**config.mk**
```make
export PLATFORM = sky130hd
export DESIGN_NAME = sram_mem_controller_flat
export DESIGN_NICKNAME = d
export VERILOG_FILES = /design/src/rtl/sram_mem_controller_pkg.sv /design/src/rtl/sram_mem_controller_if.sv /design/src/rtl/sram_mem_controller_wait_counter.sv /design/src/rtl/sram_mem_controller.sv /design/src/flat_wrapper.sv
export SDC_FILE = /design/constraint.sdc
export NUM_CORES = 1
export LEC_CHECK = 0
export BUFFER_PORTS_ARGS = -buffer_cell sky130_fd_sc_hd__buf_2
export CAP_MARGIN = 10
export CORE_MARGIN = 2
export CORE_UTILIZATION = 46
export DETAILED_ROUTE_END_ITERATION = 10
export GPL_TIMING_DRIVEN = 1
export HOLD_SLACK_MARGIN = 0.1
export PLACE_DENSITY = 0.78
export SYNTH_ARGS = -nofsm -noshare
export SYNTH_HDL_FRONTEND = slang
export SYNTH_SLANG_ARGS = --single-unit
```
**constraint.sdc**
```tcl
create_clock -name clk -period 1.7 [get_ports clk]
set_input_delay 0.17 -clock clk [delete_from_list [all_inputs] [get_ports clk]]
set_output_delay 0.17 -clock clk [all_outputs]
set_load 0.02 [all_outputs]
```
**src/rtl/sram_mem_controller_pkg.sv**
```systemverilog
// Shared types and helpers for the SRAM memory controller: FSM state
// encoding, default window/latency parameters and the address window check.
package sram_mem_controller_pkg;

  typedef enum logic [1:0] {
    IDLE   = 2'd0,
    ACCESS = 2'd1,
    DONE   = 2'd2
  } state_t;

  localparam int DEFAULT_WAIT_CYCLES = 5;
  localparam int DEFAULT_BASE_ADDR   = 1024;
  localparam int DEFAULT_MEM_WORDS   = 64;

  // True when the byte address falls inside [base, base + 4*words); the two
  // byte-select bits are masked so only the word address takes part.
  function automatic logic addr_in_window(input logic [31:0] addr,
                                          input logic [31:0] base,
                                          input logic [31:0] words);
    logic [31:0] a_word;
    logic [31:0] b_word;
    a_word = addr & ~32'd3;
    b_word = base & ~32'd3;
    return (a_word >= b_word) && ((a_word - b_word) < (words << 2));
  endfunction

endpackage

```
**src/rtl/sram_mem_controller_if.sv**
```systemverilog
// Bundles the MEM-stage request/response signals and the SRAM pins.
// The slave modport is the controller's view; master is pipeline + SRAM.
interface sram_mem_controller_if;
  logic        mem_r_en;
  logic        mem_w_en;
  logic [31:0] address;
  logic [31:0] write_data;
  logic [31:0] read_data;
  logic        ready;
  logic        freeze;
  logic        addr_error;
  logic        sram_w_en;
  logic        sram_r_en;
  logic [31:0] sram_address;
  logic [31:0] sram_write_data;
  logic [31:0] sram_read_data;

  modport slave (
    input  mem_r_en, mem_w_en, address, write_data, sram_read_data,
    output read_data, ready, freeze, addr_error,
           sram_w_en, sram_r_en, sram_address, sram_write_data
  );

  modport master (
    output mem_r_en, mem_w_en, address, write_data, sram_read_data,
    input  read_data, ready, freeze, addr_error,
           sram_w_en, sram_r_en, sram_address, sram_write_data
  );
endinterface

```
**src/rtl/sram_mem_controller_wait_counter.sv**
```systemverilog
// Wait-state counter for sram_mem_controller: counts cycles spent in an
// SRAM access and flags the last one (count == WAIT_CYCLES-1).
module sram_wait_counter #(
  parameter int WAIT_CYCLES = 5
) (
  input  logic clk,
  input  logic rst,
  input  logic clear,
  input  logic enable,
  output logic terminal
);
  localparam int CNT_W = $clog2(WAIT_CYCLES + 1);

  logic [CNT_W-1:0] count;

  // Clear has priority so every access starts counting from zero.
  always_ff @(posedge clk) begin
    if (rst || clear) begin
      count <= '0;
    end else if (enable) begin
      count <= count + CNT_W'(1);
    end
  end

  assign terminal = (count == CNT_W'(WAIT_CYCLES - 1));
endmodule

```
**src/rtl/sram_mem_controller.sv**
```systemverilog
// SRAM memory controller between the pipeline MEM stage and the data SRAM.
// Holds SRAM enables/address/data for WAIT_CYCLES cycles per access,
// registers load data, freezes the pipeline until done and flags accesses
// outside the SRAM window.
// Optional feature: define SRAM_MEM_CONTROLLER_READ_CACHE_EN for a
// one-entry read cache that lets repeated reads of a word skip the SRAM.
module sram_mem_controller
  import sram_mem_controller_pkg::*;
#(
  parameter int WAIT_CYCLES = DEFAULT_WAIT_CYCLES,
  parameter int BASE_ADDR   = DEFAULT_BASE_ADDR,
  parameter int MEM_WORDS   = DEFAULT_MEM_WORDS
) (
  input logic                  clk,
  input logic                  rst,
  sram_mem_controller_if.slave bus
);

  state_t      state;
  state_t      state_next;
  logic        req;
  logic        in_window;
  logic        cache_hit;
  logic        start_access;
  logic        start_error;
  logic        start_hit;
  logic        access_last;
  logic        cnt_terminal;
  logic [31:0] lat_addr;
  logic [31:0] lat_data;
  logic        lat_write;
  logic [31:0] read_data_q;
  logic        addr_error_q;
  logic [31:0] cache_rdata;

  assign req       = bus.mem_r_en | bus.mem_w_en;
  assign in_window = addr_in_window(bus.address, 32'(BASE_ADDR), 32'(MEM_WORDS));

  sram_wait_counter #(
    .WAIT_CYCLES(WAIT_CYCLES)
  ) u_wait_counter (
    .clk     (clk),
    .rst     (rst),
    .clear   (state != ACCESS),
    .enable  (state == ACCESS),
    .terminal(cnt_terminal)
  );

  assign access_last = (state == ACCESS) && cnt_terminal;

`ifdef SRAM_MEM_CONTROLLER_READ_CACHE_EN
  logic        cache_valid;
  logic [29:0] cache_word;
  logic [31:0] cache_data;

  assign cache_hit   = bus.mem_r_en && !bus.mem_w_en && cache_valid &&
                       (cache_word == bus.address[31:2]);
  assign cache_rdata = cache_data;

  // Completed reads fill the entry; completed writes to the cached word keep it coherent.
  always_ff @(posedge clk) begin
    if (rst) begin
      cache_valid <= 1'b0;
      cache_word  <= '0;
      cache_data  <= '0;
    end else if (access_last) begin
      if (!lat_write) begin
        cache_valid <= 1'b1;
        cache_word  <= lat_addr[31:2];
        cache_data  <= bus.sram_read_data;
      end else if (cache_valid && (cache_word == lat_addr[31:2])) begin
        cache_data  <= lat_data;
      end
    end
  end
`else
  assign cache_hit   = 1'b0;
  assign cache_rdata = 32'd0;
`endif

  // State register.
  always_ff @(posedge clk) begin
    if (rst) begin
      state <= IDLE;
    end else begin
      state <= state_next;
    end
  end

  // Next-state decode; out-of-window requests and cache hits skip ACCESS.
  always_comb begin
    state_next   = state;
    start_access = 1'b0;
    start_error  = 1'b0;
    start_hit    = 1'b0;
    case (state)
      IDLE: begin
        if (req) begin
          if (!in_window) begin
            start_error = 1'b1;
            state_next  = DONE;
          end else if (cache_hit) begin
            start_hit   = 1'b1;
            state_next  = DONE;
          end else begin
            start_access = 1'b1;
            state_next   = ACCESS;
          end
        end
      end
      ACCESS: begin
        if (cnt_terminal) begin
          state_next = DONE;
        end
      end
      DONE:    state_next = IDLE;
      default: state_next = IDLE;
    endcase
  end

  // Request latch and response registers; a write (even with r_en) leaves read_data alone.
  always_ff @(posedge clk) begin
    if (rst) begin
      lat_addr     <= '0;
      lat_data     <= '0;
      lat_write    <= 1'b0;
      read_data_q  <= '0;
      addr_error_q <= 1'b0;
    end else begin
      addr_error_q <= start_error;
      if (start_access) begin
        lat_addr  <= bus.address;
        lat_data  <= bus.write_data;
        lat_write <= bus.mem_w_en;
      end
      if (start_error) begin
        read_data_q <= '0;
      end else if (start_hit) begin
        read_data_q <= cache_rdata;
      end else if (access_last && !lat_write) begin
        read_data_q <= bus.sram_read_data;
      end
    end
  end

  assign bus.read_data       = read_data_q;
  assign bus.addr_error      = addr_error_q;
  assign bus.ready           = (state == DONE);
  assign bus.freeze          = req && (state != DONE);
  assign bus.sram_w_en       = (state == ACCESS) && lat_write;
  assign bus.sram_r_en       = (state == ACCESS) && !lat_write;
  assign bus.sram_address    = (state == ACCESS) ? lat_addr : 32'd0;
  assign bus.sram_write_data = (state == ACCESS) ? lat_data : 32'd0;

endmodule

```
**src/flat_wrapper.sv**
```systemverilog
// flat-port wrapper written by rule: the top's interface ports become plain ports
module sram_mem_controller_flat import sram_mem_controller_pkg::*;
#(
  parameter int WAIT_CYCLES = DEFAULT_WAIT_CYCLES,
  parameter int BASE_ADDR   = DEFAULT_BASE_ADDR,
  parameter int MEM_WORDS   = DEFAULT_MEM_WORDS
)
  (clk, rst, bus_mem_r_en, bus_mem_w_en, bus_address, bus_write_data, bus_sram_read_data, bus_read_data, bus_ready, bus_freeze, bus_addr_error, bus_sram_w_en, bus_sram_r_en, bus_sram_address, bus_sram_write_data);
  sram_mem_controller_if bus_i ();
  input logic clk;
  input logic rst;
  input wire logic [$bits(bus_i.mem_r_en)-1:0] bus_mem_r_en;
  input wire logic [$bits(bus_i.mem_w_en)-1:0] bus_mem_w_en;
  input wire logic [$bits(bus_i.address)-1:0] bus_address;
  input wire logic [$bits(bus_i.write_data)-1:0] bus_write_data;
  input wire logic [$bits(bus_i.sram_read_data)-1:0] bus_sram_read_data;
  output wire logic [$bits(bus_i.read_data)-1:0] bus_read_data;
  output wire logic [$bits(bus_i.ready)-1:0] bus_ready;
  output wire logic [$bits(bus_i.freeze)-1:0] bus_freeze;
  output wire logic [$bits(bus_i.addr_error)-1:0] bus_addr_error;
  output wire logic [$bits(bus_i.sram_w_en)-1:0] bus_sram_w_en;
  output wire logic [$bits(bus_i.sram_r_en)-1:0] bus_sram_r_en;
  output wire logic [$bits(bus_i.sram_address)-1:0] bus_sram_address;
  output wire logic [$bits(bus_i.sram_write_data)-1:0] bus_sram_write_data;
  assign bus_i.mem_r_en = bus_mem_r_en;
  assign bus_i.mem_w_en = bus_mem_w_en;
  assign bus_i.address = bus_address;
  assign bus_i.write_data = bus_write_data;
  assign bus_i.sram_read_data = bus_sram_read_data;
  assign bus_read_data = bus_i.read_data;
  assign bus_ready = bus_i.ready;
  assign bus_freeze = bus_i.freeze;
  assign bus_addr_error = bus_i.addr_error;
  assign bus_sram_w_en = bus_i.sram_w_en;
  assign bus_sram_r_en = bus_i.sram_r_en;
  assign bus_sram_address = bus_i.sram_address;
  assign bus_sram_write_data = bus_i.sram_write_data;
  sram_mem_controller #(.WAIT_CYCLES(WAIT_CYCLES), .BASE_ADDR(BASE_ADDR), .MEM_WORDS(MEM_WORDS)) u_core (.clk(clk), .rst(rst), .bus(bus_i));
endmodule
```
# Word-level counts from Yosys, hierarchy flattened
# Index checks and enable logic that the tools add are counted.
# op_classes
n_mux	12
n_mul	0
n_lt_le_gt_ge	2
n_reduce_logical	11
add_sub_neg	2
n_div	0
bitwise	1
shifts	0
eq_ne	7
# op_table
cell	count
$mux 32	2
$ge 32x11->1 const B	1
$lt 32x9->1 const B	1
$sub 32x11->32 const B	1
$logic_and 1x1->1	6
$mux 1	6
$mux 2	3
$ne 2x1->1 const B	3
$pmux 2 s2	1
$add 3x1->3 const B	1
$eq 3x3->1 const B	1
$eq 2x1->1 const B	1
$eq 2x2->1 const B	1
$logic_not 2->1	1
$ne 2x2->1 const B	1
$reduce_and 2->1	1
$reduce_or 2->1	1
$logic_not 1->1	1
$logic_or 1x1->1	1
$or 1x1->1	1
# word_totals
latchBits	0
ramBits	0
n_memories	0
mem_bits_ro	0
output_inout_bits	101
reg_bits	103
wordCells	42
in_bits	100

# Depth between registers and ports, before layout
# logic_depth
word_depth	7
depth_mapped	8
depth_no_buf	6

# Hierarchy
# A second synthesis with hierarchy kept.
# unflattened
cells_unflattened	476
area_unflattened_um2	4894.7
# by_module_without_submodules
mod	instances	seq_area_each_um2	cells_per_inst	area_per_inst_um2
sram_mem_controller	1	2001.9	461	4737.0
sram_wait_counter	1	60.1	15	157.7

# Worst setup path after synthesis
# OpenSTA, ideal clock, no wires.
# synth_timing
kind	input to register
startpoint	input port bus_address[8]
endpoint	register u_core.lat_data[10]
setup_slack_ps	144
setup_time_ps	72
t_arrival_ps	1484
path_stages	6
path_cell_list	nor4_1 nand4_1 nor4_2 buf_4 buf_6 mux2i_1
# synth_between
elab_chain_cells	6
elab_cells_between_ends	7
classes_between	add/sub (1); order compare (2); mux (3); reduce/logical (1)
# synth_rtl
item	line	rtl
start, declared	flat_wrapper.sv:14	input wire logic [$bits(bus_i.address)-1:0] bus_address;
$sub 32x11->32	sram_mem_controller_pkg.sv:24	return (a_word >= b_word) && ((a_word - b_word) < (words << 2));
$lt 32x9->1	sram_mem_controller_pkg.sv:24	
$logic_and 1x1->1 *	sram_mem_controller_pkg.sv:24	
$mux 1 *	sram_mem_controller.sv:99	if (!in_window) begin
$mux 1 *	sram_mem_controller.sv:98	if (req) begin
$mux 1 *	sram_mem_controller.sv:96	case (state)
end signal, assigned	sram_mem_controller.sv:133	lat_data <= bus.write_data;
end, declared	sram_mem_controller.sv:30	logic [31:0] lat_data;
# Mark *: on every way between the ends. The rest lies on a longest branch, timed or not.
# A chain may end at the register's enable or synchronous reset.

# Worst setup path after layout
# layout_timing
startpoint	register u_core.state[0]
endpoint	output port bus_sram_address[7]
# layout_between
elab_chain_cells	2
# layout_rtl
item	line	rtl
start, declared	sram_mem_controller.sv:19	state_t state;
start signal, assigned	sram_mem_controller.sv:86	state <= state_next;
$eq 2x1->1	sram_mem_controller.sv:152	assign bus.sram_address = (state == ACCESS) ? lat_addr : 32'd0;
$mux 32	sram_mem_controller.sv:152	
end, declared	flat_wrapper.sv:23	output wire logic [$bits(bus_i.sram_address)-1:0] bus_sram_address;
# Every way passes these cells.

==> flow_summary.yaml <==
outcome:
  status: "complete, but fails checks"
  violations: "setup timing"
worst_setup_path:
  cp_slowest_cell: "dfxtp_2"
  worstPathRequired_ns: 1.53
  crit_buf_inv: 4
  crit_start: "u_core.state[0]$_SDFFE_PP0P_"
  worst-setup-path-type: "flip-flop to primary output"
  crit_top_cell: "buf_6"
  r2r_start: "u_core.state[1]$_SDFFE_PP0P_"
  cp.arrival_ns: 1.54
  max_stage_delay_ns: 0.34
  crit_family: "buffers and inverters"
  crit_fanout: 8
  path_cells: "buf_6 -> nor2b_4 -> buf_12 -> clkbuf_16 -> and2_4 -> buf_6"
  start_kind: "flip-flop"
  crit_path_end_kind: "primary output"
logic_synthesis:
  synth_top_area_share: 0.490
  synthCells: 490
  synthArstFlopShare: 0
  ys.flop_type: "dfxtp_1"
  synth.top_cells.by_area: "dfxtp_1 (49%), nand2_1 (13%), mux2i_1 (9.8%), and2_1 (9.7%), nor3b_1 (4.1%)"
  ys_seq_area_frac: 0.490
  synth.most_common_cell: "nand2_1"
  synth_edf_count: 0
  synth_area_leader_cell: "dfxtp_1"
  synth_seq_cells: 103
  synthesis.area_mm2: 0.00421
  yosys-top-cells-count: "nand2_1 (148), dfxtp_1 (103), and2_1 (65)"
  yosys_warnings: 0
  syn_nets: 592
  syn_area_per_cell_um2: 8.58
  ys_types: 29
cts:
  clock_latency_ns: 0.36
  htreeDepth: 3
  cts-root-buf: "clkbuf_8"
  cts_buffer_depth: 2
  cts_sinks: 103
  cts.reportedPaths.clkPinSlew_ns: 0.09
  numCtsBuffers: 9
  cts_tree: "built"
drt:
  antenna_left: 0
  wl_mm: 14.9
  met2_length_mm: 7.91
  dr_total_vias: 4529
  highest_layer: "met4"
  drc: 0
  first_iter_violations: 171
  first_pass_iters: 5
  met3_length_um: 914
  wl_per_cell_um: 16.9
  wl_met1_mm: 5.65
  vias_per_cell: 5.13
layout:
  fillers: 524
  final_nets: 871
  drive_gt1_frac: 0.375
  syn_to_final_growth_pct: 66.2
  antenna_cells: 0
pwr:
  p_per_area_mw_per_mm2: 619
  ir_drop_mv: 0.339
  p_sw_frac: 0.231
  p_int_mw: 3.33
  comb_power_share: 0.096
  p_leak_nw: 3.02
  p_sw_mw: 1.00
  power.share.clock: 0.346
  seqPwrFrac: 0.558
global_routing:
  grt_overflow: 0
  grt_usage: 0.258
  grt_pass1_vias: 4304
  grt_max_degree: 52
  grt_pass1_wl_mm: 20.5
  antenna_found_initial: 0
floorplan:
  die_h_um: 99.6
  initial_core_util: 0.478
  die-area_mm2: 0.00993
  row_count: 34
  pin_count: 201
  core_area_mm2: 0.00881
  die_w_um: 99.6
hold_path:
  min_path_type: "primary input to flip-flop"
  hold_start: "bus_mem_r_en"
place:
  gp_congestion: 0.844
  dpl.hpwl_mm: 7.96
  port_buffers: 200
  place_ws_ns: -0.136
timing:
  max_clock_freq_mhz: 586
  setup_slack_ns: -0.00694
  fin_skew_ns: 0.0115
  tightest_slew_ns: 0.444
  hold_violations: 0
  timing.final.crit_share: 1.00
  min_period_ns: 1.71
  maxSlewHeadroom: 0.704
  maxSlewViolCount: 0
  finalSetupViolCount: 6
  hold-worst-slack_ns: 0.174
  rsz0062_at_grt: "true"
job:
  maxCapViolations: 0
[power by group through the flow]
| stage | sequential [mW] | clock [mW] | combinational (mW) |
|---|---|---|---|
| after floorplan | 2.47 | 0 | 0.0984 |
| after global placement | 2.47 | 0 | 0.254 |
| after CTS | 2.42 | 1.53 | 0.387 |
| after detailed placement | 2.47 | 0 | 0.258 |
| final | 2.42 | 1.49 | 0.415 |
| after global routing | 2.42 | 1.62 | 0.445 |
[routing by layer]
metal	GRT usage	vias to the layer above
met5	0	-
met4	0.103	0
met3	0.0527	44
met2	0.476	211
met1	0.289	2128
li1	-	2146
[final cells by class]
class / instances / area [um^2] / share of cell area
Timing Repair Buffer: 304 / 2510 / 0.359
Multi-Input combinational cell: 348 / 2080 / 0.297
Sequential cell: 103 / 2060 / 0.295
Tap cell: 108 / 135 / 0.0193
Clock buffer: 10 / 128 / 0.0183
Clock inverter: 6 / 61.3 / 0.00877
Inverter: 3 / 11.3 / 0.00161
[stage by stage]
stage               utilization  total power, mW  instances  area (um^2)  setup TNS [ns]
floorplan                     -             2.57        490         4210               0
global placement          0.618             2.73        785         5440           -9.37
detailed placement        0.618             2.73        785         5440           -6.06
CTS                       0.733             4.33        873         6450         -0.0903
global route              0.794             4.48        882         6990           -2.33
finish                    0.794             4.33        882         6990         -0.0163
[tightest hold or removal path, cell delays in order]
cell       delay [ns]
buf_2            0.13
nand2_1          0.06
nor4_1           0.04
o2bb2ai_1        0.10
[path summary, 6_finish.rpt]
check / end / slack, ns / depth (start not counted)
worst max-delay path: bus_sram_address[7] / -0.007 / 6
worst min-delay path: u_core.lat_write$_SDFFE_PP0P_ / 0.17 / 4
worst max register to register: u_core.lat_addr[7]$_SDFFE_PP0P_ / 0.05 / 6
worst min register to register: u_core.bus.read_data[15]$_SDFFE_PP0P_ / 0.46 / 2
[cell families (layout without fill, tap and decap cells)]
group                    Yosys count  count (layout)  synth area share
AO/OA/AOI/OAI                     41              41            0.0535
XOR/XNOR                           2               2           0.00416
adder cells (fa/ha/maj)            2               2           0.00595
buffers and inverters             39             323            0.0428
flip-flops                       103             103             0.490
multiplexers                      41              41            0.0976
AND/OR/NAND/NOR                  262             262             0.306
[layout by cell type, fill, tap and decap left out, types with 9 or more instances in the layout]
master	Yosys	final
a21oi_1	33	33
and2_1	65	30
and2_4	0	35
buf_2	6	135
buf_4	1	25
buf_6	3	59
clkbuf_8	0	9
dfxtp_1	103	101
dlygate4sd3_1	0	72
mux2i_1	41	41
nand2_1	148	148
nor3b_1	23	23
[what timing repair did]
action	4_1_cts	5_1_grt
buffers inserted	0	3
pin swaps	0	21
cloned	0	6
resized for setup	40	128
hold buffers	72	0
endpoints found under the setup margin	50	152
hold endpoints to repair	72	0
[registers in the layout, summed over array words and instances (netlist names)]
name	flops
u_core.bus.addr_error	1
u_core.bus.read_data	32
u_core.lat_addr	32
u_core.lat_data	32
u_core.lat_write	1
u_core.state	2
u_core.u_wait_counter.count	3
Power figures use the tool's default switching activity.
